### src/rtl/axi4_pkg.sv
// axi4_pkg: AXI4 field widths, burst and response encodings shared by the DMA write path
package axi4_pkg;
   localparam int BURST_BITS = 2;
   localparam int LEN_BITS = 8;
   localparam int SIZE_BITS = 3;
   localparam logic [1:0] BURST_FIXED = 2'd0;
   localparam logic [1:0] BURST_INCR = 2'd1;
   localparam logic [1:0] BURST_WRAP = 2'd2;
   localparam logic [1:0] RESP_OKAY = 2'd0;
   localparam logic [1:0] RESP_EXOKAY = 2'd1;
   localparam logic [1:0] RESP_SLVERR = 2'd2;
   localparam logic [1:0] RESP_DECERR = 2'd3;
   localparam int BOUNDARY_4K = 4096;
endpackage

### src/rtl/dmac_wr_burst_calc.sv
// dmac_wr_burst_calc: sizes the next AW burst and the address/count that follow it
module dmac_wr_burst_calc
   import axi4_pkg::*;
#(
   parameter int ADDR_WD = 32,
   parameter int MAX_BURST_LEN = 16
) (
   input  logic [ADDR_WD-1:0]    addr,
   input  logic [ADDR_WD-1:0]    remaining,
   input  logic [SIZE_BITS-1:0]  size,
   input  logic [BURST_BITS-1:0] burst,
   output logic [8:0]            beats,
   output logic [LEN_BITS-1:0]   wr_req_len,
   output logic [ADDR_WD-1:0]    next_addr,
   output logic [ADDR_WD-1:0]    next_remaining,
   output logic                  last
);
   logic [12:0] raw_bnd, bnd, cap;
   always_comb begin
      raw_bnd = (13'(BOUNDARY_4K) - {1'b0, addr[11:0]}) >> size;
      bnd = raw_bnd == '0 ? 13'd1 : raw_bnd;
      cap = burst == BURST_INCR ? (bnd < 13'(MAX_BURST_LEN) ? bnd : 13'(MAX_BURST_LEN)) : 13'd16;
      beats = remaining < ADDR_WD'(cap) ? 9'(remaining) : 9'(cap);
      wr_req_len = beats == '0 ? '0 : LEN_BITS'(beats - 9'd1);
      next_addr = burst == BURST_INCR ? ((addr >> size) << size) + (ADDR_WD'(beats) << size) : addr;
      next_remaining = remaining - ADDR_WD'(beats);
      last = next_remaining == '0;
   end
endmodule

### src/rtl/dmac_write_req_gen.sv
// dmac_write_req_gen: splits a DMA write command into AXI4 AW bursts and reports one completion
module dmac_write_req_gen
   import axi4_pkg::*;
#(
   parameter int ADDR_WD = 32,
   parameter int MAX_BURST_LEN = 16,
   parameter int MAX_OUTSTANDING = 4
) (
   input  logic                  clk,
   input  logic                  rst_n,
   input  logic                  cmd_valid,
   output logic                  cmd_ready,
   input  logic [ADDR_WD-1:0]    cmd_dst_addr,
   input  logic [BURST_BITS-1:0] cmd_burst,
   input  logic [ADDR_WD-1:0]    cmd_len,
   input  logic [SIZE_BITS-1:0]  cmd_size,
   output logic                  wr_req_valid,
   input  logic                  wr_req_ready,
   output logic [ADDR_WD-1:0]    wr_req_addr,
   output logic [BURST_BITS-1:0] wr_req_burst,
   output logic [LEN_BITS-1:0]   wr_req_len,
   output logic [SIZE_BITS-1:0]  wr_req_size,
   input  logic                  bresp_valid,
   output logic                  bresp_ready,
   input  logic [1:0]            bresp,
   output logic                  done_valid,
   input  logic                  done_ready,
   output logic                  done_error
);
   localparam int CW = $clog2(MAX_OUTSTANDING + 1);
   typedef enum logic [1:0] {IDLE, ISSUE, DRAIN, DONE} state_t;
   state_t state_q, state_d;
   logic [ADDR_WD-1:0] addr_q, addr_d, rem_q, rem_d, next_addr, next_rem;
   logic [BURST_BITS-1:0] burst_q, burst_d;
   logic [SIZE_BITS-1:0] size_q, size_d;
   logic [CW-1:0] out_q, out_d;
   logic err_q, err_d, last, aw_fire, b_fire;
   logic [8:0] beats;

   dmac_wr_burst_calc #(.ADDR_WD(ADDR_WD), .MAX_BURST_LEN(MAX_BURST_LEN)) u_calc (
      .addr(addr_q),
      .remaining(rem_q),
      .size(size_q),
      .burst(burst_q),
      .beats(beats),
      .wr_req_len(wr_req_len),
      .next_addr(next_addr),
      .next_remaining(next_rem),
      .last(last)
   );

   assign cmd_ready = state_q == IDLE;
   assign wr_req_valid = state_q == ISSUE && out_q < CW'(MAX_OUTSTANDING) && beats != '0;
   assign bresp_ready = out_q != '0;
   assign done_valid = state_q == DONE;
   assign done_error = err_q;
   assign wr_req_addr = addr_q;
   assign wr_req_burst = burst_q;
   assign wr_req_size = size_q;
   assign aw_fire = wr_req_valid & wr_req_ready;
   assign b_fire = bresp_valid & bresp_ready;

   always_comb begin
      state_d = state_q;
      addr_d = addr_q;
      rem_d = rem_q;
      burst_d = burst_q;
      size_d = size_q;
      err_d = err_q | (b_fire && bresp >= RESP_SLVERR);
      out_d = out_q + CW'(aw_fire) - CW'(b_fire);
      case (state_q)
         IDLE: if (cmd_valid) begin
            addr_d = cmd_dst_addr;
            rem_d = cmd_len;
            burst_d = cmd_burst;
            size_d = cmd_size;
            err_d = cmd_burst > BURST_INCR;
            state_d = (cmd_burst > BURST_INCR || cmd_len == '0) ? DONE : ISSUE;
         end
         ISSUE: if (aw_fire) begin
            addr_d = next_addr;
            rem_d = next_rem;
            state_d = last ? DRAIN : ISSUE;
         end
         DRAIN: state_d = (out_q == '0 || (out_q == CW'(1) && b_fire)) ? DONE : DRAIN;
         DONE: if (done_ready) begin
            err_d = 1'b0;
            state_d = IDLE;
         end
      endcase
   end

   always_ff @(posedge clk or negedge rst_n) begin
      if (!rst_n) begin
         state_q <= IDLE;
         addr_q <= '0;
         rem_q <= '0;
         burst_q <= '0;
         size_q <= '0;
         out_q <= '0;
         err_q <= 1'b0;
      end else begin
         state_q <= state_d;
         addr_q <= addr_d;
         rem_q <= rem_d;
         burst_q <= burst_d;
         size_q <= size_d;
         out_q <= out_d;
         err_q <= err_d;
      end
   end
endmodule

### config.mk
export PLATFORM = sky130hd
export DESIGN_NAME = dmac_write_req_gen
export DESIGN_NICKNAME = d
export VERILOG_FILES = /design/src/rtl/axi4_pkg.sv /design/src/rtl/dmac_wr_burst_calc.sv /design/src/rtl/dmac_write_req_gen.sv
export SDC_FILE = /design/constraint.sdc
export NUM_CORES = 1
export LEC_CHECK = 0
export CAP_MARGIN = 0
export CORE_ASPECT_RATIO = 1.5
export CORE_MARGIN = 1
export CORE_UTILIZATION = 60
export CTS_BUF_LIST = sky130_fd_sc_hd__clkbuf_8
export DETAILED_ROUTE_END_ITERATION = 10
export MAX_ROUTING_LAYER = met4
export PLACE_DENSITY_LB_ADDON = 0.12
export SLEW_MARGIN = 20
export SYNTH_ARGS = -nofsm -noshare
export SYNTH_HDL_FRONTEND = slang
export SYNTH_SLANG_ARGS = --single-unit
### constraint.sdc
create_clock -name clk -period 13.7 [get_ports clk]
set_clock_uncertainty 0.1 [all_clocks]
set_input_delay 3.425 -clock clk [delete_from_list [all_inputs] [get_ports clk]]
set_output_delay 3.425 -clock clk [all_outputs]
set_load 0.01 [all_outputs]
==> impl_metrics.yaml, run 1 <==
final_layout:
  nets: 1248
  stdcell_count: 1289
  drive_above_1_share: 0.0807
  antennaDiodeCount: 0
  synthToLayoutAreaGrowth_pct: 17.2
  fill_cells: 1119
routing:
  ant_nets: 0
  drt_first_pass_iters: 8
  drt-total-wl_um: 27700
  viasPerCell: 6.96
  wl_per_cell_um: 21.5
  dr.first_iter.drc_count: 556
  wl_met1_um: 9690
  highest_layer: "met4"
  wl_met3_um: 2140
  wl_met2_um: 13900
  drc: 8
  vias: 8969
placed_design:
  dp.final_hpwl_um: 20500
  io_buffers: 125
  placed_cells: 1273
  routabilityCongestion: 0.995
clock_network:
  clk_pin_slew_ns: 0.10
  cts_tree: "yes"
  root_buffer: "clkbuf_8"
  post_cts_buffers: 0
  htreeDepth: 3
  clk_latency_ns: 0.38
  cts_buffer_depth: 2
  ctsResizeCount: 0
  holdBufCountCts: 0
  cts_buffers: 9
  cts_sinks: 75
sta:
  fin_crit_ns: 11.55
  slew_headroom: 0.305
  fin_crit_sh: 0.843
  drv_slew: 0
  grt_setup_unrepaired: "no"
  setup_viol_count_final: 0
  worstMarginPinSlew_ns: 1.04
  hold_violations: 0
  finalSetupTns_ns: 0
  max_clock_freq_mhz: 86.6
synthesis:
  yosysMostFrequentCell: "nand2_1"
  syn_area_sq_um: 8250
  synth-async-reset-ratio: 1.00
  ys_seq_area_frac: 0.227
  synth_top_area_cell: "dfrtp_1"
  synthTopCellsByArea: "dfrtp_1 (23%), ha_1 (7.0%), nand2_1 (4.2%)"
  syn-mean-instance-area_sq_um: 7.95
  synth_top_area_share: 0.227
  synthFlopType: "dfrtp_1"
  synth.yosys.warnings: 0
  yosysUniqueCellTypes: 88
  ys_ff_latch: 75
  synthTopCellsByCount: "nand2_1 (93), nor2_1 (86), dfrtp_1 (75)"
  synthCells: 1038
  synth_edf_count: 0
floorplan:
  core-area_sq_um: 13500
  dieArea_sq_um: 14200
  ioPinCount: 127
  rows: 52
  start_util: 0.613
  dieWidth_um: 97.7
  die_y_um: 146
setup_path:
  r2r-start: "wr_req_addr[0]$_DFFE_PN0P_"
  crit_path_start: "wr_req_addr[0]$_DFFE_PN0P_"
  worst-setup-path-type: "reg2out"
  rrSetupSlack_ns: 3.54
  r2r-end: "wr_req_addr[28]$_DFFE_PN0P_"
  critPathMaxStageDelay_ns: 0.78
  endpoint: "wr_req_len[1]"
  cp.arrival_ns: 8.03
  reg2reg_depth: 33
  crit_slowest_cell: "nor2b_1"
  cp_cell_sequence: "inv_1 -> ha_1 -> nand2b_1 -> or4_1 -> a21o_1 -> a311oi_1 -> a31oi_1 -> or3b_1 -> inv_2 -> nand2b_1 -> ha_1 -> o21a_1 -> o21ai_0 -> a21oi_1 -> o21ai_0 -> nor2b_1 -> nor4_1 -> a21oi_1 -> ha_1 -> nand4_1 -> o21ai_2 -> nor2_1 -> clkdlybuf4s50_1"
  critPathRequiredTime_ns: 10.18
  cp_max_fo: 14
  endpoint_kind: "primary output"
  critPathMostFrequentCell: "ha_1"
  start_kind: "flip-flop"
run_status:
  outcome: "complete, but fails checks"
  violations: "design-rule violations"
hold_path:
  hp-class: "reg2reg"
global_route:
  antenna_found_initial: 0
  grt_usage: 0.400
  grt_max_degree: 70
  grt_first_pass_wirelength_um: 43600
  grt_pass1_vias: 8453
  grt_overflow: 0
power_and_ir_drop:
  p_leak_nw: 3.82
  max-vdd-ir-drop_mv: 0.171
  powerDensity_nw_per_um2: 238
run:
  maxCapViolations: 0
[per-stage QoR]
stage                     setup WS [ns]  utilization  hold WS [ns]  cell area, sq um  total power, mW
final                              2.15        0.718         0.423              9670             2.31
after global routing               1.66        0.718         0.468              9670             2.47
after CTS                          2.29        0.718         0.428              9670             2.27
after detailed placement           2.72        0.705         0.408              9490             2.09
after global placement             2.84        0.705         0.395              9490             2.06
after floorplan                    4.72            -         0.384              8280             1.62
[worst min path at each step]
stage	to	depth (start not counted)	startpoint	slack, ns
floorplan	out_q[0]$_DFF_PN0_	1	out_q[0]$_DFF_PN0_	0.38
global placement	wr_req_burst[1]$_DFFE_PN0P_	2	wr_req_burst[1]$_DFFE_PN0P_	0.39
detailed placement	out_q[0]$_DFF_PN0_	1	out_q[0]$_DFF_PN0_	0.41
CTS	out_q[0]$_DFF_PN0_	1	out_q[0]$_DFF_PN0_	0.43
global route	out_q[0]$_DFF_PN0_	1	out_q[0]$_DFF_PN0_	0.47
finish	out_q[0]$_DFF_PN0_	1	out_q[0]$_DFF_PN0_	0.42
[logic make-up after synthesis]
| logic type | count (synthesis) | synth area share |
|---|---|---|
| simple gates | 398 | 0.246 |
| mux | 66 | 0.0886 |
| flops | 75 | 0.227 |
| buf+inv | 116 | 0.0593 |
| xor+xnor | 20 | 0.0212 |
| fa+ha+maj | 49 | 0.0770 |
| other cells | 1 | 0.000455 |
| compound gates | 313 | 0.280 |
[per-layer routing]
layer / global-route usage / vias to the layer above
met3: 0.0711 / 128
li1: - / 4132
met2: 0.673 / 484
met1: 0.422 / 4225
met5: - / -
met4: 0.284 / 0
[final cells by class]
class	instances	area, sq um	area share
tap	162	203	0.0210
clock buffer	9	124	0.0128
multi-input combinational	854	5910	0.611
sequential	75	1880	0.194
timing repair buffer	134	1320	0.136
clock inverter	7	57.6	0.00595
inverter	48	183	0.0189
[cells in the final DEF (no fill, tap or decap), types with 10 or more instances in the layout]
master	Yosys	layout
dfrtp_1	75	75
and3_1	13	13
mux2_2	31	31
o211ai_1	20	20
a31oi_1	13	13
o21ai_0	43	43
buf_4	3	10
ha_1	46	45
nand2b_1	14	14
nor2b_1	13	13
nor2_1	86	86
inv_1	45	45
or3_1	12	12
o221ai_1	19	19
clkdlybuf4s50_1	0	124
nand4_1	15	15
o21a_1	13	13
xnor2_1	17	17
nand3_1	34	34
nand2_1	93	93
nor4_1	30	30
and2_1	10	10
nor3_1	37	37
a21oi_1	55	55
a211oi_1	15	15
a21o_1	15	15
mux2i_1	28	28
[where the power goes]
part | total, mW | switching, mW | internal [mW]
Sequential | 0.557 | 0.224 | 0.333
Combinational | 1.58 | 0.880 | 0.696
Clock | 0.173 | 0.105 | 0.0687
[critical path, delay by kind of cell (launching register included)]
family,cells,cell delay [ns]
flops,1,0.47
buf+inv,3,0.89
simple gates,8,2.91
compound gates,9,2.48
fa+ha+maj,3,0.89
[flip-flops by register name, summed over array words and instances (netlist names)]
signal        cells
wr_req_addr      32
wr_req_size       3
state_q           2
rem_q            32
out_q             3
done_error        1
wr_req_burst      2
Power figures use the tool's default switching activity.
==> run 2: changes to the inputs <==
Settings changed: CORE_UTILIZATION 60 to 52.
Clock period 13.7 ns to 10.3 ns, I/O delays scaled along.
==> run 2 against run 1 <==
  * The flow now finishes without violations
  * Via count decreased by 0.79%
  * Die area up 15%
  * Sequential power is 28% higher
  * Register-to-register slack got worse by 2.2 ns
  * Highest routed layer unchanged
  * Total power rose by 36%
  * Final cell count increased by 4.2%
  * Critical path depth did not move
  * Flip-flop and latch count stayed put
==> impl_metrics.yaml, run 2 (synthesis results as in run 1) <==
run_status:
  outcome: "finished, final reports clean"
sta:
  drv_slew: 0
  fin_ws_ns: 0.512
  slew_headroom: 0.427
  fin_crit_ns: 9.79
  grt_setup_unrepaired: "no"
  finalSetupTns_ns: 0
  fin_crit_sh: 0.950
  whs_ns: 0.432
  hold_violations: 0
  worstMarginPinSlew_ns: 0.837
  setup_viol_count_final: 0
  max_clock_freq_mhz: 102
final_layout:
  stdcell_count: 1343
  synthToLayoutAreaGrowth_pct: 19.5
  finalInstanceArea_sq_um: 9860
  antennaDiodeCount: 0
  final_cell_mix: "clkdlybuf4s50_1 (124), nand2_1 (93), nor2_1 (86)"
  nets: 1261
  final_util: 0.634
  drive_above_1_share: 0.0930
  layout_commonest_cell: "clkdlybuf4s50_1"
routing:
  drt_first_pass_iters: 5
  ant_nets: 0
  viasPerCell: 6.63
  wl_per_cell_um: 20.8
  drt-total-wl_um: 27900
  drc: 0
  dr.first_iter.drc_count: 550
  vias: 8898
setup_path:
  cp.arrival_ns: 7.11
  critPathRequiredTime_ns: 7.63
  worst-setup-path-type: "reg2out"
  start_kind: "flip-flop"
  cp_max_fo: 12
  endpoint_kind: "primary output"
hold_path:
  hp-class: "reg2reg"
floorplan:
  ioPinCount: 127
  rows: 56
  die_y_um: 156
  core-area_sq_um: 15600
  start_util: 0.530
  dieWidth_um: 105
  dieArea_sq_um: 16400
clock_network:
  cts_buffer_depth: 2
  cts_buffers: 9
  cts_tree: "yes"
  htreeDepth: 3
  holdBufCountCts: 0
  cts_sinks: 75
  clk_pin_slew_ns: 0.10
  clk_latency_ns: 0.38
  root_buffer: "clkbuf_8"
placed_design:
  dp_slack_ns: 0.895
  dp.final_hpwl_um: 20800
  io_buffers: 125
  placed_cells: 1327
  routabilityCongestion: 0.942
  dpl-instance-area_sq_um: 9640
global_route:
  grt_first_pass_wirelength_um: 43600
  antenna_found_initial: 0
  grt_overflow: 0
  grt_usage: 0.348
  grt_max_degree: 70
  grt_pass1_vias: 8427
run:
  maxCapViolations: 0
power_and_ir_drop:
  finalPower_mw: 3.14
  max-vdd-ir-drop_mv: 0.183
  p_leak_nw: 3.89
  powerDensity_nw_per_um2: 318
## run 2: path summary, 6_finish.rpt
check	start	to	slack (ns)	cells past startpoint
max	wr_req_addr[0]$_DFFE_PN0P_	wr_req_valid	0.51	23
min	out_q[0]$_DFF_PN0_	out_q[0]$_DFF_PN0_	0.43	1
max reg2reg	wr_req_addr[0]$_DFFE_PN0P_	wr_req_addr[28]$_DFFE_PN0P_	1.33	30
min reg2reg	out_q[0]$_DFF_PN0_	out_q[0]$_DFF_PN0_	0.43	1
max in group asynchronous	rst_n	wr_req_burst[1]$_DFFE_PN0P_	7.04	2
min in group asynchronous	rst_n	wr_req_addr[5]$_DFFE_PN0P_	1.98	1
## run 2: worst max-delay path, cell delays in order (launching register included)
cell and delay, ns:
dfrtp_1 0.46, inv_1 0.15, ha_1 0.35, nor2b_1 0.53
nand2_1 0.15, o311a_1 0.37, a311oi_1 0.32, a31oi_1 0.12
or3b_1 0.52, inv_2 0.22, nand2_1 0.09, ha_1 0.29
a2111o_1 0.45, nor3_1 0.41, a31o_2 0.31, a21o_1 0.15
a21oi_1 0.07, buf_4 0.18, ha_1 0.23, nand4_1 0.24
o21ai_2 0.15, buf_4 0.22, nor3_1 0.16, clkdlybuf4s50_1 0.57
## run 2: layout make-up
class / count / area [sq um]
clock buffer: 9 / 124
multi-input combinational: 854 / 5920
fill: 1459 / 5700
clock inverter: 7 / 82.6
tap: 203 / 254
sequential: 75 / 1880
inverter: 48 / 183
timing repair buffer: 147 / 1410
## run 2: metal layers
layer / share of wire / wire length (um) / vias up / GRT usage
met3: 0.049 / 1370 / 117 / 0.0354
met4: 0.057 / 1580 / 0 / 0.189
met1: 0.39 / 10900 / 4229 / 0.386
li1: - / - / 4167 / -
met5: 0 / 0 / - / -
met2: 0.51 / 14100 / 385 / 0.612
## run 2: what timing repair did
item                                   CTS  global route
resized for setup                        0             1
buffers inserted                         0             0
endpoints found under the hold margin    0             0
setup endpoints to repair                0             1
## run 2: power breakdown
part / internal, mW / total (mW) / switching, mW
Clock: 0.116 / 0.261 / 0.144
Combinational: 0.949 / 2.16 / 1.21
Sequential: 0.443 / 0.715 / 0.272
Total: 1.51 / 3.14 / 1.63
==> run 3: changes to the inputs <==
Settings changed: SKIP_CTS_REPAIR_TIMING set to 1, SLEW_MARGIN 20 to 0.
==> run 3 against run 2 <==
  * Largest cell class unchanged
  * Worst setup slack got worse by 0.035 ns
  * Clock power about the same
  * Core utilization about the same
  * Via count increased by 0.47%
  * Flip-flop and latch count unchanged
  * Largest power group unchanged
  * Register-to-register slack got worse by 0.04 ns
==> impl_metrics.yaml, run 3 (synthesis results as in run 1) <==
routing:
  dr.first_iter.drc_count: 522
  drc: 0
  ant_nets: 0
  wl_per_cell_um: 20.9
  drt-total-wl_um: 28000
  drt_first_pass_iters: 5
  vias: 8940
  viasPerCell: 6.66
final_layout:
  stdcell_count: 1343
  finalInstanceArea_sq_um: 9850
  synthToLayoutAreaGrowth_pct: 19.4
  layout_commonest_cell: "clkdlybuf4s50_1"
  antennaDiodeCount: 0
  nets: 1261
  final_cell_mix: "clkdlybuf4s50_1 (124), nand2_1 (93), nor2_1 (86)"
  drive_above_1_share: 0.0921
floorplan:
  dieWidth_um: 105
  core-area_sq_um: 15600
  ioPinCount: 127
  dieArea_sq_um: 16400
  start_util: 0.530
  die_y_um: 156
  rows: 56
sta:
  slew_headroom: 0.273
  setup_viol_count_final: 0
  fin_crit_sh: 0.954
  drv_slew: 0
  worstMarginPinSlew_ns: 1.09
  fin_crit_ns: 9.82
  grt_setup_unrepaired: "no"
  max_clock_freq_mhz: 102
  hold_violations: 0
  finalSetupTns_ns: 0
placed_design:
  routabilityCongestion: 0.942
  io_buffers: 125
  dp.final_hpwl_um: 20800
  placed_cells: 1327
  dpl-instance-area_sq_um: 9640
setup_path:
  endpoint: "wr_req_valid"
  cp.arrival_ns: 7.15
  worst-setup-path-type: "reg2out"
  critPathRequiredTime_ns: 7.63
  reg2reg_depth: 30
  crit_path_start: "wr_req_addr[0]$_DFFE_PN0P_"
  rrSetupSlack_ns: 1.29
  r2r-end: "wr_req_addr[28]$_DFFE_PN0P_"
  start_kind: "flip-flop"
  r2r-start: "wr_req_addr[0]$_DFFE_PN0P_"
  cp_max_fo: 12
  endpoint_kind: "primary output"
power_and_ir_drop:
  p_sw_mw: 1.63
  clockPowerShare: 0.083
  seqPwrFrac: 0.228
  max-vdd-ir-drop_mv: 0.183
  powerDensity_nw_per_um2: 319
  p_leak_nw: 3.89
  p_sw_frac: 0.520
  internal_power_mw: 1.51
  p_comb_frac: 0.689
global_route:
  antenna_found_initial: 0
  grt_first_pass_wirelength_um: 43600
  grt_max_degree: 70
  grt_usage: 0.348
  grt_overflow: 0
  grt_pass1_vias: 8427
clock_network:
  htreeDepth: 3
  cts_buffer_depth: 2
  cts_tree: "yes"
  clk_latency_ns: 0.38
  cts_buffers: 9
  root_buffer: "clkbuf_8"
  cts_sinks: 75
  clk_pin_slew_ns: 0.09
run_status:
  outcome: "finished, final reports clean"
hold_path:
  hp-class: "reg2reg"
  hold_path_depth: 1
run:
  maxCapViolations: 0
-- run 3: cell counts in the layout (fill, tap and decap cells not counted) --
Identical to the previous run, type by type.
-- run 3: layer usage --
metal / part of all wire / GRT usage / vias to the layer above
met1: 0.38 / 0.386 / 4263
met3: 0.054 / 0.0354 / 112
met2: 0.51 / 0.612 / 408
met4: 0.055 / 0.189 / 0
met5: 0 / - / -
li1: - / - / 4157
-- run 3: area by class of cell --
| cell class | count | area (sq um) |
|---|---|---|
| clock buffers | 9 | 124 |
| clock inverters | 7 | 82.6 |
| fillers | 1459 | 5710 |
| inverters | 48 | 183 |
| multi-input cells | 854 | 5920 |
| flip-flops and latches | 75 | 1880 |
| well taps | 203 | 254 |
| repair buffers | 147 | 1410 |
-- run 3: how the worst min path moves through the flow --
stage,from,end,slack (ns)
after global placement,out_q[0]$_DFF_PN0_,out_q[0]$_DFF_PN0_,0.40
after CTS,out_q[0]$_DFF_PN0_,out_q[0]$_DFF_PN0_,0.43
final,out_q[0]$_DFF_PN0_,out_q[0]$_DFF_PN0_,0.43
after floorplan,out_q[0]$_DFF_PN0_,out_q[0]$_DFF_PN0_,0.38
after detailed placement,wr_req_burst[1]$_DFFE_PN0P_,wr_req_burst[1]$_DFFE_PN0P_,0.41
after global routing,out_q[0]$_DFF_PN0_,out_q[0]$_DFF_PN0_,0.46
-- run 3: through the flow --
| step | power, mW | util | setup WS, ns | hold WS, ns |
|---|---|---|---|---|
| after floorplan | 2.16 | - | 2.10 | 0.384 |
| after global placement | 2.80 | 0.620 | 0.954 | 0.403 |
| after detailed placement | 2.83 | 0.620 | 0.895 | 0.412 |
| after CTS | 3.10 | 0.633 | 0.443 | 0.434 |
| after global routing | 3.36 | 0.633 | 0.145 | 0.462 |
| final | 3.14 | 0.633 | 0.477 | 0.433 |
-- run 3: power groups by stage --
stage | clock network [mW] | logic, mW | registers, mW
after floorplan | 0 | 1.52 | 0.634
after global placement | 0 | 2.09 | 0.708
after detailed placement | 0 | 2.12 | 0.712
after CTS | 0.267 | 2.13 | 0.706
after global routing | 0.275 | 2.34 | 0.736
final | 0.262 | 2.16 | 0.716
-- run 3: critical path, cell delays in order (launching register included) --
cell	delay (ns)
dfrtp_1	0.46
inv_1	0.15
ha_1	0.35
nor2b_1	0.53
nand2_1	0.15
o311a_1	0.37
a311oi_1	0.33
a31oi_1	0.13
or3b_1	0.53
inv_2	0.23
nand2_1	0.09
ha_1	0.29
a2111o_1	0.45
nor3_1	0.42
a31o_2	0.31
a21o_1	0.15
a21oi_1	0.07
buf_4	0.19
ha_1	0.23
nand4_1	0.24
o21ai_2	0.15
buf_4	0.22
nor3_1	0.16
clkdlybuf4s50_1	0.57
